## config.mk

```make
export PLATFORM = sky130hd
export DESIGN_NAME = uart_fifo_ctrl
export DESIGN_NICKNAME = d
export VERILOG_FILES = /design/src/rtl/uart_pkg.sv /design/src/rtl/uart_sync_fifo.sv /design/src/rtl/uart_fifo_ctrl.sv
export SDC_FILE = /design/constraint.sdc
export NUM_CORES = 1
export LEC_CHECK = 0
export ABC_CLOCK_PERIOD_IN_PS = 6000
export CAP_MARGIN = 20
export CORE_ASPECT_RATIO = 0.6
export CORE_MARGIN = 2
export CORE_UTILIZATION = 27
export DETAILED_ROUTE_END_ITERATION = 10
export PLACE_DENSITY_LB_ADDON = 0.12
export SLEW_MARGIN = 20
export SYNTH_ARGS = -nofsm -noshare
export SYNTH_HDL_FRONTEND = slang
export SYNTH_SLANG_ARGS = --single-unit
export TNS_END_PERCENT = 10
```

## constraint.sdc

```tcl
create_clock -name clk -period 6 [get_ports clk]
set_clock_uncertainty 0.15 [all_clocks]
set_input_delay 0.6 -clock clk [delete_from_list [all_inputs] [get_ports clk]]
set_output_delay 0.6 -clock clk [all_outputs]
set_load 0.02 [all_outputs]
```

## src/rtl/uart_pkg.sv

```systemverilog
// Shared types for the SD-to-UART FIFO controller: TX FSM states and count sizing.
package uart_pkg;

   typedef enum logic [1:0] {
      IDLE     = 2'd0,
      START    = 2'd1,
      WAIT_ACK = 2'd2,
      BUSY     = 2'd3
   } tx_state_e;

   // Occupancy counters must hold the value DEPTH itself, hence DEPTH+1.
   function automatic int count_w(input int depth);
      return $clog2(depth + 1);
   endfunction

endpackage

```

## src/rtl/uart_sync_fifo.sv

```systemverilog
// Synchronous FIFO with first-word fall-through head and separate occupancy count.
// Push when full and pop when empty are ignored; full/empty reflect state before this cycle.
module uart_sync_fifo
   import uart_pkg::*;
#(
   parameter int W     = 8,
   parameter int DEPTH = 8
) (
   input  logic                      clk,
   input  logic                      rst,
   input  logic                      push_i,
   input  logic                      pop_i,
   input  logic [W-1:0]              dat_i,
   output logic [W-1:0]              head_o,
   output logic                      full_o,
   output logic                      empty_o,
   output logic [count_w(DEPTH)-1:0] count_o
);

   localparam int AW = $clog2(DEPTH);
   localparam int CW = count_w(DEPTH);

   logic [W-1:0]  mem_q [DEPTH];
   logic [AW-1:0] wr_ptr_q, rd_ptr_q;
   logic [CW-1:0] count_q, count_d;
   logic          do_push, do_pop;

   assign full_o  = (count_q == CW'(DEPTH));
   assign empty_o = (count_q == '0);
   assign do_push = push_i && !full_o;
   assign do_pop  = pop_i && !empty_o;
   assign head_o  = mem_q[rd_ptr_q];
   assign count_o = count_q;

   always_comb begin
      count_d = count_q;
      if (do_push && !do_pop)
         count_d = count_q + CW'(1);
      else if (do_pop && !do_push)
         count_d = count_q - CW'(1);
   end

   always_ff @(posedge clk or posedge rst) begin
      if (rst) begin
         wr_ptr_q <= '0;
         rd_ptr_q <= '0;
         count_q  <= '0;
      end else begin
         if (do_push) wr_ptr_q <= wr_ptr_q + AW'(1);
         if (do_pop)  rd_ptr_q <= rd_ptr_q + AW'(1);
         count_q <= count_d;
      end
   end

   // Storage is not reset: a flush only needs the pointers and count cleared.
   always_ff @(posedge clk) begin
      if (do_push) mem_q[wr_ptr_q] <= dat_i;
   end

endmodule

```

## src/rtl/uart_fifo_ctrl.sv

```systemverilog
// SD-to-UART glue: TX FIFO feeding a start/busy handshake FSM, RX FIFO with overrun flag.
// Sticky tx_timeout/rx_overrun; a set event beats status_clr in the same cycle.
module uart_fifo_ctrl
   import uart_pkg::*;
#(
   parameter int DATA_W      = 8,
   parameter int TX_DEPTH    = 8,
   parameter int RX_DEPTH    = 8,
   parameter int ACK_TIMEOUT = 16
) (
   input  logic                         clk,
   input  logic                         rst,
   input  logic                         sd_tx_en,
   input  logic [DATA_W-1:0]            sd_tx_data,
   output logic                         sd_tx_ready,
   input  logic                         sd_rx_rd,
   output logic [DATA_W-1:0]            sd_rx_data,
   output logic                         sd_rx_valid,
   output logic                         uart_tx_en,
   output logic [DATA_W-1:0]            uart_tx_data,
   input  logic                         uart_tx_sending,
   input  logic                         uart_rx_valid,
   input  logic [DATA_W-1:0]            uart_rx_data,
   input  logic                         status_clr,
   output logic [count_w(TX_DEPTH)-1:0] tx_count,
   output logic [count_w(RX_DEPTH)-1:0] rx_count,
   output logic                         rx_overrun,
   output logic                         tx_timeout
);

   localparam int TW = (ACK_TIMEOUT > 1) ? $clog2(ACK_TIMEOUT) : 1;

   tx_state_e         state_q;
   logic [TW-1:0]     timer_q;
   logic              uart_tx_en_q, tx_timeout_q, rx_overrun_q;
   logic [DATA_W-1:0] uart_tx_data_q, tx_head;
   logic              tx_full, tx_empty, tx_pop, rx_full, rx_empty, to_set;

   uart_sync_fifo #(.W(DATA_W), .DEPTH(TX_DEPTH)) u_tx_fifo (
      .clk(clk), .rst(rst), .push_i(sd_tx_en), .pop_i(tx_pop), .dat_i(sd_tx_data),
      .head_o(tx_head), .full_o(tx_full), .empty_o(tx_empty), .count_o(tx_count)
   );

   uart_sync_fifo #(.W(DATA_W), .DEPTH(RX_DEPTH)) u_rx_fifo (
      .clk(clk), .rst(rst), .push_i(uart_rx_valid), .pop_i(sd_rx_rd), .dat_i(uart_rx_data),
      .head_o(sd_rx_data), .full_o(rx_full), .empty_o(rx_empty), .count_o(rx_count)
   );

   assign sd_tx_ready  = !tx_full;
   assign sd_rx_valid  = !rx_empty;
   assign tx_pop       = (state_q == IDLE) && !tx_empty;
   assign to_set       = (state_q == WAIT_ACK) && !uart_tx_sending && (timer_q == TW'(ACK_TIMEOUT - 1));
   assign uart_tx_en   = uart_tx_en_q;
   assign uart_tx_data = uart_tx_data_q;
   assign tx_timeout   = tx_timeout_q;
   assign rx_overrun   = rx_overrun_q;

   // The start pulse is registered on the IDLE->START transition so it is high exactly in START.
   always_ff @(posedge clk or posedge rst) begin
      if (rst) begin
         state_q        <= IDLE;
         timer_q        <= '0;
         uart_tx_en_q   <= 1'b0;
         uart_tx_data_q <= '0;
         tx_timeout_q   <= 1'b0;
      end else begin
         uart_tx_en_q <= 1'b0;
         case (state_q)
            IDLE: if (!tx_empty) begin
               uart_tx_data_q <= tx_head;
               uart_tx_en_q   <= 1'b1;
               state_q        <= START;
            end
            START: begin
               timer_q <= '0;
               state_q <= WAIT_ACK;
            end
            WAIT_ACK: begin
               if (uart_tx_sending)
                  state_q <= BUSY;
               else if (to_set)
                  state_q <= IDLE;
               else
                  timer_q <= timer_q + TW'(1);
            end
            BUSY: if (!uart_tx_sending) state_q <= IDLE;
            default: state_q <= IDLE;
         endcase
         if (to_set)
            tx_timeout_q <= 1'b1;
         else if (status_clr)
            tx_timeout_q <= 1'b0;
      end
   end

   always_ff @(posedge clk or posedge rst) begin
      if (rst)
         rx_overrun_q <= 1'b0;
      else if (uart_rx_valid && rx_full)
         rx_overrun_q <= 1'b1;
      else if (status_clr)
         rx_overrun_q <= 1'b0;
   end

endmodule

```

==> results of run 1 <==
==> worst register-to-register path, delay by kind of cell (launching register included) <==
kind,cells,cell delay (ns)
fa+ha+maj,2,0.49
flops,1,0.46
compound gates,4,1.06
simple gates,2,0.71
buf+inv,2,0.28
==> flip-flops by register name, summed over array words and instances, names as in the netlist <==
signal,count
u_rx_fifo.mem_q,64
u_tx_fifo.mem_q,64
uart_tx_data,8
timer_q,4
u_rx_fifo.count_o,4
u_tx_fifo.count_o,4
u_rx_fifo.rd_ptr_q,3
u_rx_fifo.wr_ptr_q,3
u_tx_fifo.rd_ptr_q,3
u_tx_fifo.wr_ptr_q,3
state_q,2
rx_overrun,1
tx_timeout,1
uart_tx_en,1
==> final timing paths <==
check	startpoint	end	slack, ns	depth (start not counted)
min in group asynchronous	rst	tx_timeout	0.53	2
max reg2reg	u_tx_fifo.count_o[0]	u_tx_fifo.count_o[3]	2.73	10
max	u_rx_fifo.rd_ptr_q[0]	sd_rx_data[1]	2.32	3
min reg2reg	u_rx_fifo.wr_ptr_q[0]	u_rx_fifo.wr_ptr_q[0]	0.37	1
min	u_rx_fifo.wr_ptr_q[0]	u_rx_fifo.wr_ptr_q[0]	0.37	1
max in group asynchronous	rst	u_tx_fifo.rd_ptr_q[1]	4.62	2
==> cell families (layout without fill, tap and decap cells) <==
group                      Yosys count  count (layout)  share of synthesized area (%)
xor gates and xnor gates            11              11                           1.41
buffers and inverters               36             103                           2.49
muxes                               62              62                           13.1
adders and majority gates           13              13                           2.60
and+or+nand+nor                     75              75                           5.26
AOI/OAI and AO/OA                   54              54                           5.28
DFF                                165             165                           69.8
==> layout make-up <==
type | count | share of cell area, %
Sequential cell | 165 | 57.2
Multi-Input combinational cell | 215 | 23.0
Timing Repair Buffer | 53 | 6.31
Clock buffer | 18 | 5.27
Tap cell | 329 | 4.94
Clock inverter | 14 | 2.39
Inverter | 18 | 0.811
==> cells in the mapped netlist (3+ instances only) <==
cell type,instances
a21oi_1,4
xnor2_1,9
buf_2,6
nand2b_1,7
nor3_1,9
nand2_1,22
nor4_1,3
mux4_1,16
a21o_1,3
nand3_1,12
o21ai_0,16
clkbuf_1,6
a22oi_1,16
mux2_2,13
inv_1,18
buf_1,3
mux2i_1,33
ha_1,11
a31oi_1,5
nor2_1,16
dfrtp_1,37
edfxtp_1,128
==> report_power, final <==
part           internal, uW  total [uW]  switching (uW)
combinational           664        1400             738
sequential             1490        1730             236
clock                   712        1160             452
total                  2870        4290            1430
==> routing by layer <==
layer,track usage [%],up-vias
met5,0,-
met4,3.66,0
met3,3.39,9
met2,16.8,60
met1,16.7,1786
li1,-,1716
==> metrics by stage <==
step	hold WS, ns	power [uW]
finish	0.367	4290
global route	0.386	4550
CTS	0.374	4350
detailed placement	0.366	3170
global placement	0.348	3130
floorplan	0.330	2640
==> run metrics, run 1 <==
first-pass GRT wire length 22.3 mm; full die area 26600 um2; Final Hold Viols 0; placed insts between 700 and 800; TritonRoute pass-1 iters 6; CTS tree done; Ports 52; Synth top area share between 50% and 60%; asr flop ratio synth 22.4%; core area roughly 25000 um2; standard-cell row count 45; arrival time of the worst setup path slightly below 3 ns; worst skew pair latency roughly 0.42 ns; DRC 0; Die Ht 127 um; WL per Instance between 15 and 20 um; Cell Area, Synth between 6000 and 7000 um2; Die Span X ~210 um; clk buf depth 2; share of cells above drive strength 1 12.0%; Min Clock Period, post-route between 3 and 4 ns; Seq/Total Area, Yosys 69.8%; Routed WL between 10 and 15 mm; Reg area 4770 um2; max-slew violations 0; worst path bufs/invs 1; leading post-synthesis cells by cell area edfxtp_1, dfrtp_1, mux4_1; Worst-Margin Slew between 1 and 1.5 ns; drt first-iter violations 240; Clock Sink Count roughly 170; fmax between 0.2 and 0.3 GHz; Hold Path Class reg2reg; Max-Cap Viols 0; post-CTS setup buffer count 0; DP HPWL 9.42 mm; critical setup path kind reg2out; Non-Filler Instances around 800; # diodes 0; top sig layer met4; Critical Path Start Type flop; syn_nets 452; vias after detailed routing ~3600; top cell family by delay on the critical path flip-flops; placed cell areas between 7000 and 8000 um2; Worst Setup End Kind primary output; setup violators final 0; Area Overhead vs Synth 22.0%; PostCTS Resize Cnt 0; DRT met1 WL 7.61 mm; Layout fillers 2361; metal2 WL a little over 6 mm; largest net degree at the start of global routing 38; antenna violations before repair 0; Initial Util a little over a quarter; outcome complete, no violations; most frequent cells in the layout edfxtp_1, clkdlybuf4s50_1, dfrtp_1, mux2i_1, nand2_1; post-route ant nets 0; fin nets a little over 500; Root Buffer clkbuf_16; pre-CTS WS 2.64 ns; RSZ-0062 raised after global routing no; Tcrit/Tclk final 61.4%; vias per cell around 4.4; Synth area leader edfxtp_1; mean post-synth cell area around 16 um2; Lkg Pwr approximately 0.0030 uW; vias in the first global route roughly 3600; Crit Path Max Fanout 18; Post-Route Utilization roughly 33%; CTS hold repair buffers 0; Worst-path clk slew about 0.060 ns; maximum VDD drop between 0.15 and 0.2 mV; met3 wire len just over 600 um; critical-path cell list mux4_1 -> mux2_2 -> clkdlybuf4s50_1; H-tree depth 4; leading cell type in the layout, fill and taps excluded edfxtp_1; port bufs 51; Synth Flop Type edfxtp_1; RePlAce Congestion 0.712; GRT Resource Usage Total 11.6%; Cell variety after synth 39; Max-slew headroom between 20% and 30%; number of synthesized register bits approximately 170; CTS Buf Count 17; required time of the critical path 5.25 ns; area used by multi-input combinational logic 1920 um2; setup_tns 0 ns; Max stage delay cell, worst path dfrtp_1; Final Cell Area about 8300 um2; EDFF count, synth around 130; Cells after Synth 416; gr ovfl total 0; CP peak stage delay 1.01 ns; worst setup margin ~2.3 ns; PwrDens between 500 and 600 nW/um2; YS warnings 0
(Power assumes the default switching activity.)
==> run 2, diff against run 1 <==
--- a/config.mk
+++ b/config.mk
@@ -5,7 +5,7 @@
 export SDC_FILE = /design/constraint.sdc
 export NUM_CORES = 1
 export LEC_CHECK = 0
-export ABC_CLOCK_PERIOD_IN_PS = 6000
+export ABC_CLOCK_PERIOD_IN_PS = 3550
 export CAP_MARGIN = 20
 export CORE_ASPECT_RATIO = 0.6
 export CORE_MARGIN = 2
==> constraint.sdc (replaced) <==
create_clock -name clk -period 3.55 [get_ports clk]
set_clock_uncertainty 0.15 [all_clocks]
set_input_delay 0.355 -clock clk [delete_from_list [all_inputs] [get_ports clk]]
set_output_delay 0.355 -clock clk [all_outputs]
set_load 0.02 [all_outputs]
==> run metrics, run 2 (synthesized netlist as in run 1, its figures left out) <==
outcome complete, no violations; Root Buffer clkbuf_16; drt first-iter violations 182 (-24%); met1 usage 17.5% (+0.78 points); worst skew pair latency 0.42 ns (about the same); layer with the highest usage met1; antenna violations before repair 0 (unchanged); PwrDens 848 nW/um2 (+65%); Initial Util 27.3% (unchanged); Clock Sink Count 165 (unchanged); Comb power frac 34.7% (+2.0 points); Final Hold Viols 0 (unchanged); fmax about 0.31 GHz; required time of the critical path 3.70 ns (-1.55 ns); post-route ant nets 0 (unchanged); TritonRoute pass-1 iters 4 (-2); post-CTS setup buffer count 0 (unchanged); core area 25100 um2 (unchanged); arrival time of the worst setup path 3.37 ns (+0.44 ns); top cell family by delay on the critical path compound AO/OA/AOI/OAI gates; Min Clock Period, post-route 3.22 ns; Tcrit/Tclk final ~91%; DP HPWL 9.34 mm (-0.83%); PostCTS Resize Cnt 0 (unchanged); Ports 52 (unchanged); met2 usage 15.5% (-1.4 points); GRT Resource Usage Total 11.4% (-0.17 points); largest net degree at the start of global routing 38 (unchanged); vias after detailed routing 3666 (+2.7%); Critical Path Start Type flop; RePlAce Congestion 0.730 (+2.5%); internal cell power 4710 uW (+65%); vias in the first global route 3559 (-1.7%); Worst-Margin Slew 0.870 ns (-0.193 ns); Crit Path Max Fanout 6 (-12); critical-path cell list or4b_4 -> nand2_1 -> inv_1 -> ha_1 -> inv_1 -> ha_1 -> a21o_1 -> a2111oi_0 -> a31oi_1 -> a221o_1; CP peak stage delay 0.59 ns (-0.42 ns); CTS tree done; share of cells above drive strength 1 13.0% (+0.99 points); H-tree depth 4 (unchanged); placed insts 797 (+2.2%); Lkg Pwr 0.00300 uW (+1.6%); CTS Buf Count 17 (unchanged); maximum VDD drop 0.315 mV (+64%); Hold Path Class in2async; worst path bufs/invs 2 (+1); RSZ-0062 raised after global routing no; gr ovfl total 0 (unchanged); full die area 26600 um2 (unchanged); vias per cell 4.42 (+0.56%); WHS 0.290 ns (-0.0766 ns); Max stage delay cell, worst path or4b_4; Non-Filler Instances 829 (+2.1%); Die Ht 127 um (unchanged); Sequential Power Share 40.2% (about the same); switching part of the total 33.5% (+0.25 points); CTS hold repair buffers 0 (unchanged); max-slew violations 0 (unchanged); Worst-path clk slew 0.06 ns (about the same); standard-cell row count 45 (unchanged); fin nets 523 (+3.4%); sw power 2370 uW (+66%); Max-Cap Viols 0 (unchanged); leading cell type in the layout, fill and taps excluded edfxtp_1; most frequent cells in the layout edfxtp_1, clkdlybuf4s50_1, dfrtp_1, mux2i_1, nand2_1; port bufs 51 (unchanged); Max-slew headroom 41.8% (+13 points); Die Span X 209 um (unchanged); # diodes 0 (unchanged); Routed WL 14.6 mm (about the same); Area Overhead vs Synth 22.4%; part of the power in the clock network 25.0% (-2.1 points); setup_tns 0 ns (unchanged); first-pass GRT wire length 22.0 mm (-1.4%); critical setup path kind reg2reg; clk buf depth 2 (unchanged); setup violators final 0 (unchanged); WL per Instance 17.6 um (-2.0%); Worst Setup End Kind flop; DRC 0 (unchanged); GRT met3 Usage 3.22% (-0.17 points)
-- run 2: cell types whose count changed in the layout (fill, tap and decap cells not counted), moves of 3 or more --
cell      before  now
buf_4          2   19
clkinv_1       0    3
nor3_1         4    8
nor3_2         5    1
-- run 2: path summary, 6_finish.rpt --
check / start / slack [ns] / to / depth (start not counted)
hold reg to reg: u_rx_fifo.wr_ptr_q[0] / 0.36 / u_rx_fifo.wr_ptr_q[0] / 1
max in group asynchronous: rst / 2.40 / u_rx_fifo.rd_ptr_q[1] / 2
setup / recovery: u_tx_fifo.count_o[0] / 0.33 / u_tx_fifo.count_o[3] / 10
hold / removal: rst / 0.29 / u_rx_fifo.count_o[0] / 2
min in group clk: u_rx_fifo.wr_ptr_q[0] / 0.36 / u_rx_fifo.wr_ptr_q[0] / 1
setup reg to reg: u_tx_fifo.count_o[0] / 0.33 / u_tx_fifo.count_o[3] / 10
-- run 2: power by group through the flow --
stage | sequential, uW | clock, uW | combinational [uW]
CTS | 2860 | 1830 | 2520
detailed placement | 2900 | 0 | 2510
global placement | 2880 | 0 | 2490
global route | 2920 | 1900 | 2730
finish | 2850 | 1780 | 2460
floorplan | 2860 | 0 | 1610
-- run 2: stage by stage --
step                      utilization, %  instance area, um2  total power, uW  worst slack [ns]
after CTS                           33.4                8360             7210             0.346
after detailed placement            31.1                7800             5410             0.353
after global placement              31.1                7800             5360             0.402
after global routing                33.4                8360             7550             0.209
after floorplan                        -                6830             4470             0.452
final                               33.4                8360             7090             0.332
-- run 2: worst register-to-register path, stage by stage (launching register included) --
cell       delay (ns)
dfrtp_1          0.46
or4b_4           0.59
nand2_1          0.12
inv_1            0.10
ha_1             0.22
inv_1            0.15
ha_1             0.26
a21o_1           0.20
a2111oi_0        0.44
a31oi_1          0.09
a221o_1          0.32
-- run 2: cell type report --
cell class / instances / area, um2
Clock buffer: 18 / 429
Clock inverter: 14 / 136
Fill cell: 2382 / 16700
Inverter: 18 / 67.6
Multi-Input combinational cell: 215 / 1900
Sequential cell: 165 / 4770
Tap cell: 329 / 412
Timing Repair Buffer: 70 / 653
-- run 2: routing by layer --
layer  part of all wire [%]  vias up
met1                     54     1838
met5                      0        -
met2                     41       62
li1                       -     1756
met4                   0.87        0
met3                    3.9       10
